## config.mk

```make
export PLATFORM = sky130hd
export DESIGN_NAME = uart_rx
export DESIGN_NICKNAME = d
export VERILOG_FILES = /design/src/rtl/uart_rx.sv
export SDC_FILE = /design/constraint.sdc
export NUM_CORES = 1
export LEC_CHECK = 0
export ABC_AREA = 1
export ABC_CLOCK_PERIOD_IN_PS = 4100
export BUFFER_PORTS_ARGS = -buffer_cell sky130_fd_sc_hd__buf_2
export CORE_ASPECT_RATIO = 1.75
export CORE_UTILIZATION = 35
export DETAILED_ROUTE_END_ITERATION = 12
export SYNTH_ARGS = -nofsm -noshare
export SYNTH_HDL_FRONTEND = slang
export SYNTH_SLANG_ARGS = --single-unit
```

## constraint.sdc

```tcl
create_clock -name clk -period 4.1 [get_ports clk]
set_clock_uncertainty 0.1 [all_clocks]
set_input_delay 0 -clock clk [delete_from_list [all_inputs] [get_ports clk]]
set_output_delay 0 -clock clk [all_outputs]
set_load 0.02 [all_outputs]
```

## src/rtl/uart_rx.sv

```systemverilog
// 8N1 UART receiver: 2-flop synchronized line, mid-bit sampling, one-cycle done/frame-error pulses.
// After a framing error or reset the line must return high before a new start edge is accepted.
module uart_rx #(
    parameter int unsigned CLKS_PER_BIT = 500
) (
    input  logic       clk,
    input  logic       rst,
    input  logic       Rs232_rx_,
    output logic [7:0] rx_data,
    output logic       done_flag,
    output logic       frame_err,
    output logic       busy
);

    localparam logic [15:0] HalfLast = 16'(CLKS_PER_BIT / 2 - 1);
    localparam logic [15:0] BitLast  = 16'(CLKS_PER_BIT - 1);

    typedef enum logic [1:0] {StIdle, StStart, StData, StStop} state_e;

    state_e      state_q;
    logic [15:0] cnt_q;
    logic [2:0]  idx_q;
    logic [7:0]  shift_q;
    logic [7:0]  rx_data_q;
    logic        sync1_q;
    logic        rx_s_q;
    logic        done_q;
    logic        ferr_q;
    logic        wait_high_q;

    always_ff @(posedge clk) begin
        if (rst) begin
            state_q     <= StIdle;
            cnt_q       <= 16'd0;
            idx_q       <= 3'd0;
            shift_q     <= 8'h00;
            rx_data_q   <= 8'h00;
            sync1_q     <= 1'b1;
            rx_s_q      <= 1'b1;
            done_q      <= 1'b0;
            ferr_q      <= 1'b0;
            // A line caught low mid-frame must not be mistaken for a start bit.
            wait_high_q <= 1'b1;
        end else begin
            sync1_q <= Rs232_rx_;
            rx_s_q  <= sync1_q;
            done_q  <= 1'b0;
            ferr_q  <= 1'b0;
            case (state_q)
                StIdle: begin
                    if (wait_high_q) begin
                        if (rx_s_q) wait_high_q <= 1'b0;
                    end else if (!rx_s_q) begin
                        state_q <= StStart;
                        cnt_q   <= 16'd0;
                    end
                end
                StStart: begin
                    if (cnt_q == HalfLast) begin
                        cnt_q <= 16'd0;
                        idx_q <= 3'd0;
                        state_q <= rx_s_q ? StIdle : StData;
                    end else begin
                        cnt_q <= cnt_q + 16'd1;
                    end
                end
                StData: begin
                    if (cnt_q == BitLast) begin
                        shift_q[idx_q] <= rx_s_q;
                        cnt_q          <= 16'd0;
                        if (idx_q == 3'd7) state_q <= StStop;
                        else               idx_q   <= idx_q + 3'd1;
                    end else begin
                        cnt_q <= cnt_q + 16'd1;
                    end
                end
                StStop: begin
                    if (cnt_q == BitLast) begin
                        cnt_q   <= 16'd0;
                        state_q <= StIdle;
                        if (rx_s_q) begin
                            rx_data_q <= shift_q;
                            done_q    <= 1'b1;
                        end else begin
                            ferr_q      <= 1'b1;
                            wait_high_q <= 1'b1;
                        end
                    end else begin
                        cnt_q <= cnt_q + 16'd1;
                    end
                end
                default: state_q <= StIdle;
            endcase
        end
    end

    assign rx_data   = rx_data_q;
    assign done_flag = done_q;
    assign frame_err = ferr_q;
    assign busy      = (state_q != StIdle);

endmodule

```

-- Yosys cells after proc, flatten, opt, wreduce, memory -nomap -nowiden
Index checks and enable logic that the tools add are counted.
- input port bits: 3
- logic and storage cells: 69
- flip-flop bits (word level): 42
- output and inout bits: 11
- muxes and demuxes: 26
- bitwise logic cells: 2
- add/subtract/negate cells: 2
- reductions and logical operators: 13
- equal/unequal tests: 14
- order comparisons: 2
- operator list (cell ; count):
    $mux W16 ; 4
    $pmux W16 S3 ; 1
    $add A16 B1 Y16 const B ; 1
    $eq A16 B8 Y1 const B ; 1
    $eq A16 B9 Y1 const B ; 1
    $ne A2 B2 Y1 const B ; 8
    $mux W2 ; 7
    $mux W3 ; 3
    $bwmux W8 ; 1
    $pmux W2 S4 ; 1
    $mux W1 ; 6
    $pmux W3 S2 ; 1
    $reduce_and A3 Y1 ; 2
    $reduce_and A6 Y1 ; 1
    $reduce_bool A2 Y1 ; 3
    $eq A2 B2 Y1 const B ; 2
    $lt A3 B4 Y1 const B ; 1
    $reduce_and A2 Y1 ; 2
    $reduce_and A4 Y1 ; 1
    $add A3 B1 Y3 const B ; 1
    $demux W1 S3 ; 1
    $eq A3 B3 Y1 const B ; 1
    $ge A3 B1 Y1 const B ; 1
    $reduce_or A3 Y1 ; 1
    6 further kinds ; 7

-- Logic depth before layout (Yosys ltp)
Gate-level depths: netlist (run 1).
- depth in word-level cells: 5
- mapped depth: 13
- gate-level depth less buffers: 13

-- Least setup slack after synthesis (run 1)
OpenSTA, ideal clock, no wires.
- path type: reg2reg
- start point: register cnt_q[0]
- end point: register cnt_q[0]
- library setup time: 115 ps
- required time: 3885 ps
- arrival time: 1389 ps
- path buffers: 1
- cell stages (with the launch flop): 10
- slack: 2495 ps
- clock period less this slack: 1605 ps
- path through: dfxtp_1 > ha_1 > nand3_1 > nor2_2 > nand2_4 > inv_6 > o21ai_4 > buf_6 > o21ai_0 > inv_1
- longest elaborated chain between the ends: 3
- elaborated cells on any way between the ends: 6
- those cells by class: 1 x add/sub; 2 x eq/ne; 3 x mux
- RTL lines (item ; line ; source):
    from (decl) ; 21 ; logic [15:0] cnt_q;
    from (signal assigned) ; 64 ; cnt_q <= cnt_q + 16'd1;
    from (signal assigned) ; 74 ; cnt_q <= cnt_q + 16'd1;
    from (signal assigned) ; 89 ; cnt_q <= cnt_q + 16'd1;
    $add A16 B1 Y16 (tied with other cells) ; 64, 74, 89 ;
    $mux W16 (on tied branches) ; 68, 78, 59 ;
    $pmux W16 S3 * ; 49 ; case (state_q)
Mark *: on every way between the ends. The rest lies on a longest branch, timed or not.
A chain may end at the register's enable or synchronous reset.

-- Final worst setup path (run 1)
- start point: register cnt_q[0]
- end point: register cnt_q[7]
The elaborated chain is that of the path after synthesis.

==> impl_results.md, run 1 <==
* Outcome: completed
* Routability cong. at between 0.8 and 0.9
* Routed WL at 4730 µm
* CP max stage cell: o21ai_4
* H-tree Lvls at 2
* Fill cells at 680
* Place WS at around 2.2 ns
* DRT iter0 DRCs at between 50 and 60
* CTS tree: built
* GR Util All Layers at 0.164
* Buf/Inv on CP at 2
* R2R setup slack at approximately 2.2 ns
* Hold Path Class: in -> reg
* Bufs on Longest Clock Path at 2
* Crit path max fanout at 17
* Max Fclk at roughly 530 MHz
* Wire per inst at approximately 12 µm
* Max-cap violations at 0
* Die area at roughly 0.0066 mm²
* Total vias in the final route at about 1900
* Worst Setup EP: cnt_q[7]$_SDFFE_PP0P_
* Ports at 14
* Mapped Cells at about 310
* Avg Cell Area, Syn at 6.98 µm²
* Commonest non-fill, non-tap cell in the layout: nand2_1
* Final Worst Setup Slack at roughly 2.2 ns
* CTS root buf: clkbuf_8
* Fin cells at roughly 400
* Synth warn at 0
* DRC violations left at 0
* Final setup violating endpoints at 0
* Final HPWL DP at 3460 µm
* Critical Path Stages at 10
* Arr. time, crit path at roughly 2.0 ns
* CP top delay family: simple AND/OR/NAND/NOR gates
* RR Endpoint: cnt_q[7]$_SDFFE_PP0P_
* PwrDens at between 300 and 400 mW/mm²
* Chip height at between 100 and 150 µm
* Post-synthesis sequential area ratio at 0.385
* Worst setup path start: cnt_q[0]$_SDFFE_PP0P_
* Synth cell types at 34
* Period utilization at 0.457
* Setup crit start kind: flop
* Placed Instances at roughly 400
* Share of layout cells above drive strength 1 at 0.156
* CP endpoint kind: flop
* Core Box Area at between 0.005 and 0.006 mm²
* Worst r2r src: cnt_q[0]$_SDFFE_PP0P_
* Drt first pass iters at 4
* Most numerous cell on the critical path: nand2_1
* Final Power at approximately 0.84 mW
* Most frequent cells in the layout: 75 x nand2_1, 45 x inv_1, 42 x dfxtp_1
* First-pass GRT wire length at 8070 µm
* #FFs+latches synth at 42
* Vias per cell at 4.70
* Critical-path cell list: ha_1 > nand3_1 > nor2_2 > nand2_4 > inv_6 > o21ai_4 > nand3b_1 > nand2_1 > nand2_1 > inv_1
* Row cnt at 37
* NumNets Final at 333
* Setup TNS at 0 ns
* Syn nets at 320
* Clock latency on the worst-skew pair at ~0.31 ns
* Min Tclk post-route at between 1.5 and 2 ns
* Port-buffer cells at 13
* Starting Density at 0.368
* Largest net degree at the start of global routing at 23
* Max-slew violation count at 0
* Post-synthesis cell area at 0.00218 mm²
* Hold Path Stages at 2
* Critical path type: reg -> reg
* CP peak stage delay at around 0.44 ns
* Final Hold Vio Count at 0
* Area grow syn2layout at 9.86%
* P_leak at a little over 1 nW
* Clock transition at the registers of the reported paths at approximately 0.10 ns
* Initial antenna violation count at 0
* Num CTS Buffers at 5
* Total grt overflow at 0
* Max VDD drop at between 200 and 300 µV
* Worst-margin pin slew at ~0.64 ns
* # diodes at 0
* Post-DRT Antenna Nets at 0
* Reg2reg path depth at 10
* Synth area leader: dfxtp_1
* Slew headroom at 0.573
* Ranking of synthesized cells by area: dfxtp_1 39%, nand2_1 13%, inv_1 7.7%, a21oi_1 6.0%, nor2_1 5.0%
* Post_cts resized at 0
* RSZ-0062 raised after global routing: false
* Die width at 61.7 µm
* Clk sinks at 42
* Yosys top cell area share at 0.385
* CP required at 4.25 ns
* Vias in the first global route at around 1900
area by class of cell:
cell class,instances,area (µm²),share of cell area
repair buffers,14,75.1,0.0313
flip-flops and latches,42,841,0.351
clock buffers,5,68.8,0.0287
clock inverters,3,26.3,0.0110
multi-input cells,214,1100,0.459
inverters,49,190,0.0793
well taps,78,97.6,0.0407
sequential cells by signal (all words and copies together), names as in the netlist, named ones only:
signal and flops:
rx_data 8, state_q 1, rx_s_q 1, cnt_q 16
frame_err 1, shift_q 8, sync1_q 1, wait_high_q 1
done_flag 1, idx_q 3
worst register-to-register path, stage by stage, from the launching register on:
cell and delay, ns:
dfxtp_1 0.35, ha_1 0.25, nand3_1 0.10, nor2_2 0.06, nand2_4 0.11, inv_6 0.06, o21ai_4 0.44, nand3b_1 0.13
nand2_1 0.09, nand2_1 0.05, inv_1 0.08
through the flow:
| stage | instance area, µm² | hold WS [ns] | utilization |
|---|---|---|---|
| after floorplan | 2180 | 0.00381 | - |
| after global placement | 2290 | 0.0869 | 0.387 |
| after detailed placement | 2290 | 0.0867 | 0.387 |
| after CTS | 2400 | 0.0341 | 0.405 |
| after global routing | 2400 | 0.0453 | 0.405 |
| final | 2400 | 0.0339 | 0.405 |
worst min path at each step:
stage | startpoint | to | slack (ns)
after global placement | Rs232_rx_ | sync1_q$_SDFF_PP1_ | 0.09
after detailed placement | Rs232_rx_ | sync1_q$_SDFF_PP1_ | 0.09
final | rst | idx_q[1]$_SDFFE_PP0P_ | 0.03
after CTS | rst | idx_q[2]$_SDFFE_PP0P_ | 0.03
after floorplan | Rs232_rx_ | sync1_q$_SDFF_PP1_ | 0.004
after global routing | rst | idx_q[2]$_SDFFE_PP0P_ | 0.05
layer usage:
layer,vias up,GRT usage,part of all wire
met4,0,0.0730,0.022
met2,12,0.309,0.56
met1,868,0.163,0.40
met5,-,0,0
li1,1015,-,-
met3,10,0.0255,0.015
timing repair:
item	in CTS	in global routing
endpoints found under the hold margin	1	0
setup buffers	0	0
hold buffers	1	0
power breakdown:
group,total [mW],switching (mW),internal (mW)
logic,0.109,0.0773,0.0315
clock network,0.295,0.169,0.127
registers,0.431,0.0133,0.418
total,0.836,0.259,0.576
cell usage after synthesis, drive strengths merged:
cell / instances
nand2: 79
clkinv: 1
o31ai: 1
nor3: 6
ha: 4
or2: 3
xnor2: 1
dfxtp: 42
a31o: 1
xor2: 3
inv: 48
nand4: 3
clkbuf: 5
a21o: 1
nand3b: 2
a21oi: 31
buf: 3
nor2: 35
o21bai: 1
nor4: 1
o21ai: 22
nand3: 20
cell families (layout without fill, tap and decap cells):
logic type / after synthesis / in the layout / synth area share
xor gates and xnor gates: 4 / 4 / 0.0160
DFF: 42 / 42 / 0.385
buffers and inverters: 57 / 71 / 0.111
AOI/OAI and AO/OA: 57 / 57 / 0.154
and+or+nand+nor: 149 / 149 / 0.311
adders and majority gates: 4 / 4 / 0.0229
(Power assumes the default switching activity.)
==> inputs of run 2 (changes only) <==
ABC_CLOCK_PERIOD_IN_PS = 1600   (was 4100)
clock period = 1.6 ns   (was 4.1 ns; I/O delays follow)
==> impl_results.md, run 2 (synthesis results as in run 1) <==
* CTS root buf: clkbuf_8
* Port-buffer cells at 13 (unchanged)
* Outcome: complete, but fails checks
* Routed WL at 5520 µm (+17%)
* DR top layer: met4
* Die width at 61.7 µm (unchanged)
* CP required at 1.71 ns (-2.54 ns)
* Crit path max fanout at 8 (-9)
* Max Fclk at 598 MHz (+12%)
* Ports at 14 (unchanged)
* Clock latency on the worst-skew pair at 0.31 ns (about the same)
* DP Area at 0.00258 mm² (+12%)
* Fill cells at 603 (-11%)
* Max-cap violations at 0 (unchanged)
* Arr. time, crit path at 1.78 ns (-0.24 ns)
* Final hold slack at 0.0624 ns (+0.0285 ns)
* Final HPWL DP at 3790 µm (+9.6%)
* CTS tree: built
* Worst Setup EP: cnt_q[8]$_SDFFE_PP0P_
* Max reg flops at 16 (unchanged)
* Core Box Area at 0.00593 mm² (unchanged)
* Reg2reg path depth at 13 (+3)
* DRC violations left at 0 (unchanged)
* P_leak at 1.29 nW (+26%)
* Hold Path Class: in -> reg
* Post-DRT Antenna Nets at 0 (unchanged)
* Row cnt at 37 (unchanged)
* Routability cong. at 0.859 (+3.2%)
* Max VDD drop at 582 µV (+110%)
* DRT iter0 DRCs at 65 (+27%)
* NumNets Final at 379 (+14%)
* Critical path type: reg -> reg
* Drt first pass iters at 4 (unchanged)
* Final Util at 0.502 (+0.0971)
* RSZ-0062 raised after global routing: true
* Worst r2r src: cnt_q[1]$_SDFFE_PP0P_
* Total vias in the final route at 2172 (+14%)
* Max-slew violation count at 0 (unchanged)
* Die area at 0.00657 mm² (unchanged)
* Met3 routed WL at 104 µm (+44%)
* PwrDens at 763 mW/mm² (+120%)
* Failing checks: setup timing
* H-tree Lvls at 2 (unchanged)
* Largest net degree at the start of global routing at 21 (-8.7%)
* Num CTS Buffers at 5 (unchanged)
* Final Worst Setup Slack at -0.0712 ns (-2.30 ns)
* Bufs on Longest Clock Path at 2 (unchanged)
* Area grow syn2layout at 36.2%
* GR Util All Layers at 0.185 (+0.0212)
* Worst-margin pin slew at 0.482 ns (-0.158 ns)
* # diodes at 0 (unchanged)
* CP endpoint kind: flop
* Final instance area at 0.00297 mm² (+24%)
* Starting Density at 0.368 (unchanged)
* Most frequent cells in the layout: 68 x nand2_1, 42 x inv_1, 39 x buf_4
* Final setup violating endpoints at 15 (+15)
* Commonest non-fill, non-tap cell in the layout: nand2_1
* Hold Path Stages at 3 (+1)
* RR Endpoint: cnt_q[8]$_SDFFE_PP0P_
* R2R setup slack at -0.07 ns (-2.30 ns)
* Period utilization at 1.04 (+0.588)
* Place WS at -0.106 ns (-2.34 ns)
* Met2 wire length at 3060 µm (+14%)
* First-pass GRT wire length at 9130 µm (+13%)
* Final Hold Vio Count at 0 (unchanged)
* Clk sinks at 42 (unchanged)
* Initial antenna violation count at 0 (unchanged)
* Vias in the first global route at 2070 (+9.4%)
* Share of layout cells above drive strength 1 at 0.351 (+0.195)
* Worst setup path start: cnt_q[1]$_SDFFE_PP0P_
* Chip height at 106 µm (unchanged)
* Setup crit start kind: flop
* Clock transition at the registers of the reported paths at 0.10 ns (about the same)
* Met1 WL at 2150 µm (+14%)
* Min Tclk post-route at 1.67 ns (-0.201 ns)
* Slew headroom at 0.678 (+0.106)
* Vias per cell at 4.82 (+2.4%)
* Biggest register: cnt_q
* Total grt overflow at 0 (unchanged)
* Wire per inst at 12.2 µm (+4.7%)
* Hold_sp: rst
## run 2: cell types whose count changed in the layout (fill, tap and decap cells not counted), moves of 4 or more
cell | previous run | this run
nand2_1 | 75 | 68
nor2_4 | 1 | 6
dfxtp_1 | 42 | 32
a21oi_2 | 5 | 10
buf_4 | 0 | 39
a21oi_1 | 26 | 21
o21ai_1 | 2 | 13
dfxtp_2 | 0 | 9
nand2_2 | 3 | 7
o21ai_0 | 18 | 5
## run 2: where the power goes
group          internal (mW)  switching [mW]  leakage, nW
Combinational          0.177           0.269        0.900
Clock                  0.312           0.409       0.0408
Sequential              1.07          0.0300        0.345
Total                   1.56           0.708         1.29
## run 2: cell type report
type                       instances  area, µm²  share of cell area
clock inverter                     3       23.8             0.00799
sequential                        42        856               0.288
multi-input combinational        216       1280               0.430
clock buffer                       5       68.8              0.0231
tap                               78       97.6              0.0328
inverter                          49        199              0.0669
timing repair buffer              58        450               0.151
## run 2: worst min path at each step
stage,to
3_3_place_gp,sync1_q$_SDFF_PP1_
4_1_cts,cnt_q[14]$_SDFFE_PP0P_
2_1_floorplan,sync1_q$_SDFF_PP1_
6_report,cnt_q[13]$_SDFFE_PP0P_
3_5_place_dp,sync1_q$_SDFF_PP1_
5_1_grt,cnt_q[13]$_SDFFE_PP0P_
## run 2: through the flow
step                std cells  total power [mW]  TNS [ns]
floorplan                 313              1.36         0
global placement          432              1.44    -0.901
detailed placement        432              1.44     -1.73
CTS                       446              2.23   -0.0935
global route              451              2.38     -3.01
finish                    451              2.27    -0.516
## run 2: repair_timing
| action | CTS | global route |
|---|---|---|
| hold buffers | 1 | 0 |
| pin swaps | 9 | 20 |
| gates resized for setup | 24 | 42 |
| endpoints found under the setup margin | 32 | 38 |
| buffers inserted | 3 | 5 |
| endpoints found under the hold margin | 1 | 0 |
| cloned | 2 | 0 |
## run 2: layer usage
| layer | track usage | up-vias |
|---|---|---|
| met3 | 0.0280 | 21 |
| li1 | - | 1109 |
| met1 | 0.207 | 1002 |
| met5 | 0 | - |
| met2 | 0.327 | 40 |
| met4 | 0.0794 | 0 |
## run 2: critical path, cell delays in order, from the launching register on
cell and delay [ns]:
dfxtp_4 0.36, buf_6 0.12, inv_4 0.05, ha_4 0.12
nand3b_1 0.07, nor2_1 0.12, nand2_1 0.10, nand2_4 0.11
buf_12 0.11, o21ai_4 0.11, nand2_2 0.08, nand2_1 0.05
nand3_1 0.06, inv_1 0.04
==> inputs of run 3 (changes only) <==
ABC_CLOCK_PERIOD_IN_PS = 1800   (was 1600)
CORE_UTILIZATION = 55   (was 35)
PLACE_DENSITY = 0.73   (was default)
SLEW_MARGIN = 10   (was default)
clock period = 1.8 ns   (was 1.6 ns; I/O delays follow)
==> impl_results.md, run 3 (synthesis results as in run 1) <==
* CTS root buf: clkbuf_8
* Max VDD drop at 640 µV (+10%)
* CP top delay family: simple AND/OR/NAND/NOR gates
* Arr. time, crit path at 1.78 ns (about the same)
* Core Box Area at 0.00383 mm² (-35%)
* Max-cap violations at 0 (unchanged)
* Outcome: complete, but fails checks
* Worst-margin pin slew at 0.623 ns (+0.141 ns)
* RSZ-0062 raised after global routing: false
* Worst r2r src: cnt_q[5]$_SDFFE_PP0P_
* Clock latency on the worst-skew pair at 0.30 ns (about the same)
* Hold_sp: rst
* Final setup violating endpoints at 0 (-15)
* Period utilization at 0.932 (-0.113)
* Placed Instances at 377 (-13%)
* Hold Path Class: in -> reg
* Most numerous cell on the critical path: nand2_1
* H-tree Lvls at 2 (unchanged)
* CTS tree: built
* GR Util All Layers at 0.238 (+0.0535)
* Critical-path cell list: nand2_1 > inv_1 > nand2_2 > nor2_2 > nand2_4 > inv_6 > o21ai_4 > buf_12 > nand2_1 > o21ai_0 > nand2_1 > inv_1
* Total grt overflow at 0 (unchanged)
* First-pass GRT wire length at 7760 µm (-15%)
* DRT iter0 DRCs at 47 (-28%)
* Hold Path Stages at 3 (unchanged)
* Reg2reg path depth at 12 (-1)
* CP max stage cell: dfxtp_1
* Vias per cell at 5.16 (+7.1%)
* Final Worst Setup Slack at 0.123 ns (+0.194 ns)
* Routed WL at 4780 µm (-13%)
* R2R setup slack at 0.12 ns (+0.19 ns)
* Commonest non-fill, non-tap cell in the layout: nand2_1
* Num CTS Buffers at 5 (unchanged)
* Area grow syn2layout at 13.8%
* Max-slew violation count at 0 (unchanged)
* CP peak stage delay at 0.38 ns (+0.02 ns)
* Worst setup path start: cnt_q[5]$_SDFFE_PP0P_
* Post-DRT Antenna Nets at 0 (unchanged)
* Place WS at 0.0933 ns (+0.199 ns)
* Initial antenna violation count at 0 (unchanged)
* Clock transition at the registers of the reported paths at 0.09 ns (about the same)
* Bufs on Longest Clock Path at 2 (unchanged)
* Final Hold Vio Count at 0 (unchanged)
* P_leak at 1.07 nW (-17%)
* Vias in the first global route at 1830 (-12%)
* Setup TNS at 0 ns (+0.516 ns)
* Largest net degree at the start of global routing at 23 (+9.5%)
* Fin cells at 386 (-14%)
* Routability cong. at 0.862 (+0.29%)
* Final HPWL DP at 3430 µm (-9.7%)
* Share of layout cells above drive strength 1 at 0.207 (-0.144)
* Row cnt at 30 (-19%)
* Drt first pass iters at 8 (+4)
* Chip height at 85.3 µm (-20%)
* # diodes at 0 (unchanged)
* DRC violations left at 1 (+1)
* Crit path max fanout at 17 (+9)
* CP required at 1.90 ns (+0.19 ns)
* Starting Density at 0.570 (+0.202)
* Biggest register: cnt_q
* Die area at 0.00424 mm² (-36%)
* NumNets Final at 344 (-9.2%)
* Die width at 49.6 µm (-20%)
* Ports at 14 (unchanged)
* Critical path type: reg -> reg
* Hold Path Sink: cnt_q[14]$_SDFFE_PP0P_
* CP endpoint kind: flop
* Wire per inst at 12.4 µm (+1.2%)
* Max Fclk at 596 MHz (-0.36%)
* Min Tclk post-route at 1.68 ns (+0.00603 ns)
* Total vias in the final route at 1991 (-8.3%)
* Clk sinks at 42 (unchanged)
* Max reg flops at 16 (unchanged)
* Port-buffer cells at 13 (unchanged)
* Setup crit start kind: flop
* PwrDens at 774 mW/mm² (+1.5%)
* Slew headroom at 0.584 (-0.0938)
* Most frequent cells in the layout: 74 x nand2_1, 45 x inv_1, 39 x dfxtp_1
* Failing checks: DRC
* Buf/Inv on CP at 4 (unchanged)
* RR Endpoint: cnt_q[1]$_SDFFE_PP0P_
run 3: repair_timing:
action | in CTS | in global routing
gates resized for setup | 0 | 11
setup buffers | 0 | 0
setup endpoints to repair | 0 | 24
hold endpoints to repair | 1 | 0
hold buffers | 1 | 0
run 3: where the power goes:
group	internal, mW	switching (mW)	total [mW]
combinational	0.104	0.195	0.300
clock	0.278	0.361	0.639
sequential	0.954	0.0301	0.985
run 3: how the worst max path moves through the flow:
stage | end | slack, ns | cells after the start
detailed placement | cnt_q[0]$_SDFFE_PP0P_ | 0.09 | 9
CTS | cnt_q[0]$_SDFFE_PP0P_ | 0.04 | 9
global placement | cnt_q[7]$_SDFFE_PP0P_ | 0.12 | 11
floorplan | cnt_q[0]$_SDFFE_PP0P_ | 0.20 | 9
finish | cnt_q[1]$_SDFFE_PP0P_ | 0.12 | 12
global route | cnt_q[4]$_SDFFE_PP0P_ | 0.01 | 11
run 3: layer usage:
| layer | track usage | part of all wire |
|---|---|---|
| met1 | 0.236 | 0.39 |
| met2 | 0.448 | 0.55 |
| met3 | 0.0269 | 0.015 |
| met4 | 0.153 | 0.044 |
| met5 | 0 | 0 |
run 3: worst reg2reg max path: cells and delay by family, from the launching register on:
kind | cells | cell delay [ns]
flip-flops | 1 | 0.38
AND/OR/NAND/NOR | 6 | 0.56
AO/OA/AOI/OAI | 2 | 0.14
buffers and inverters | 4 | 0.41
run 3: final cells by class:
class | instances | area (µm²)
tap | 48 | 60.1
clock inverter | 3 | 23.8
fill | 373 | 1340
clock buffer | 5 | 68.8
sequential | 42 | 847
multi-input combinational | 214 | 1120
inverter | 49 | 190
timing repair buffer | 25 | 170
run 3: metrics by stage:
stage	util	hold slack (ns)	total power [mW]	instance area (µm²)
2_1_floorplan	-	0.00381	1.20	2180
3_3_place_gp	0.614	0.0865	1.28	2350
3_5_place_dp	0.614	0.0929	1.29	2350
4_1_cts	0.641	0.0439	1.92	2450
5_1_grt	0.649	0.0665	2.01	2480
6_report	0.649	0.0394	1.92	2480
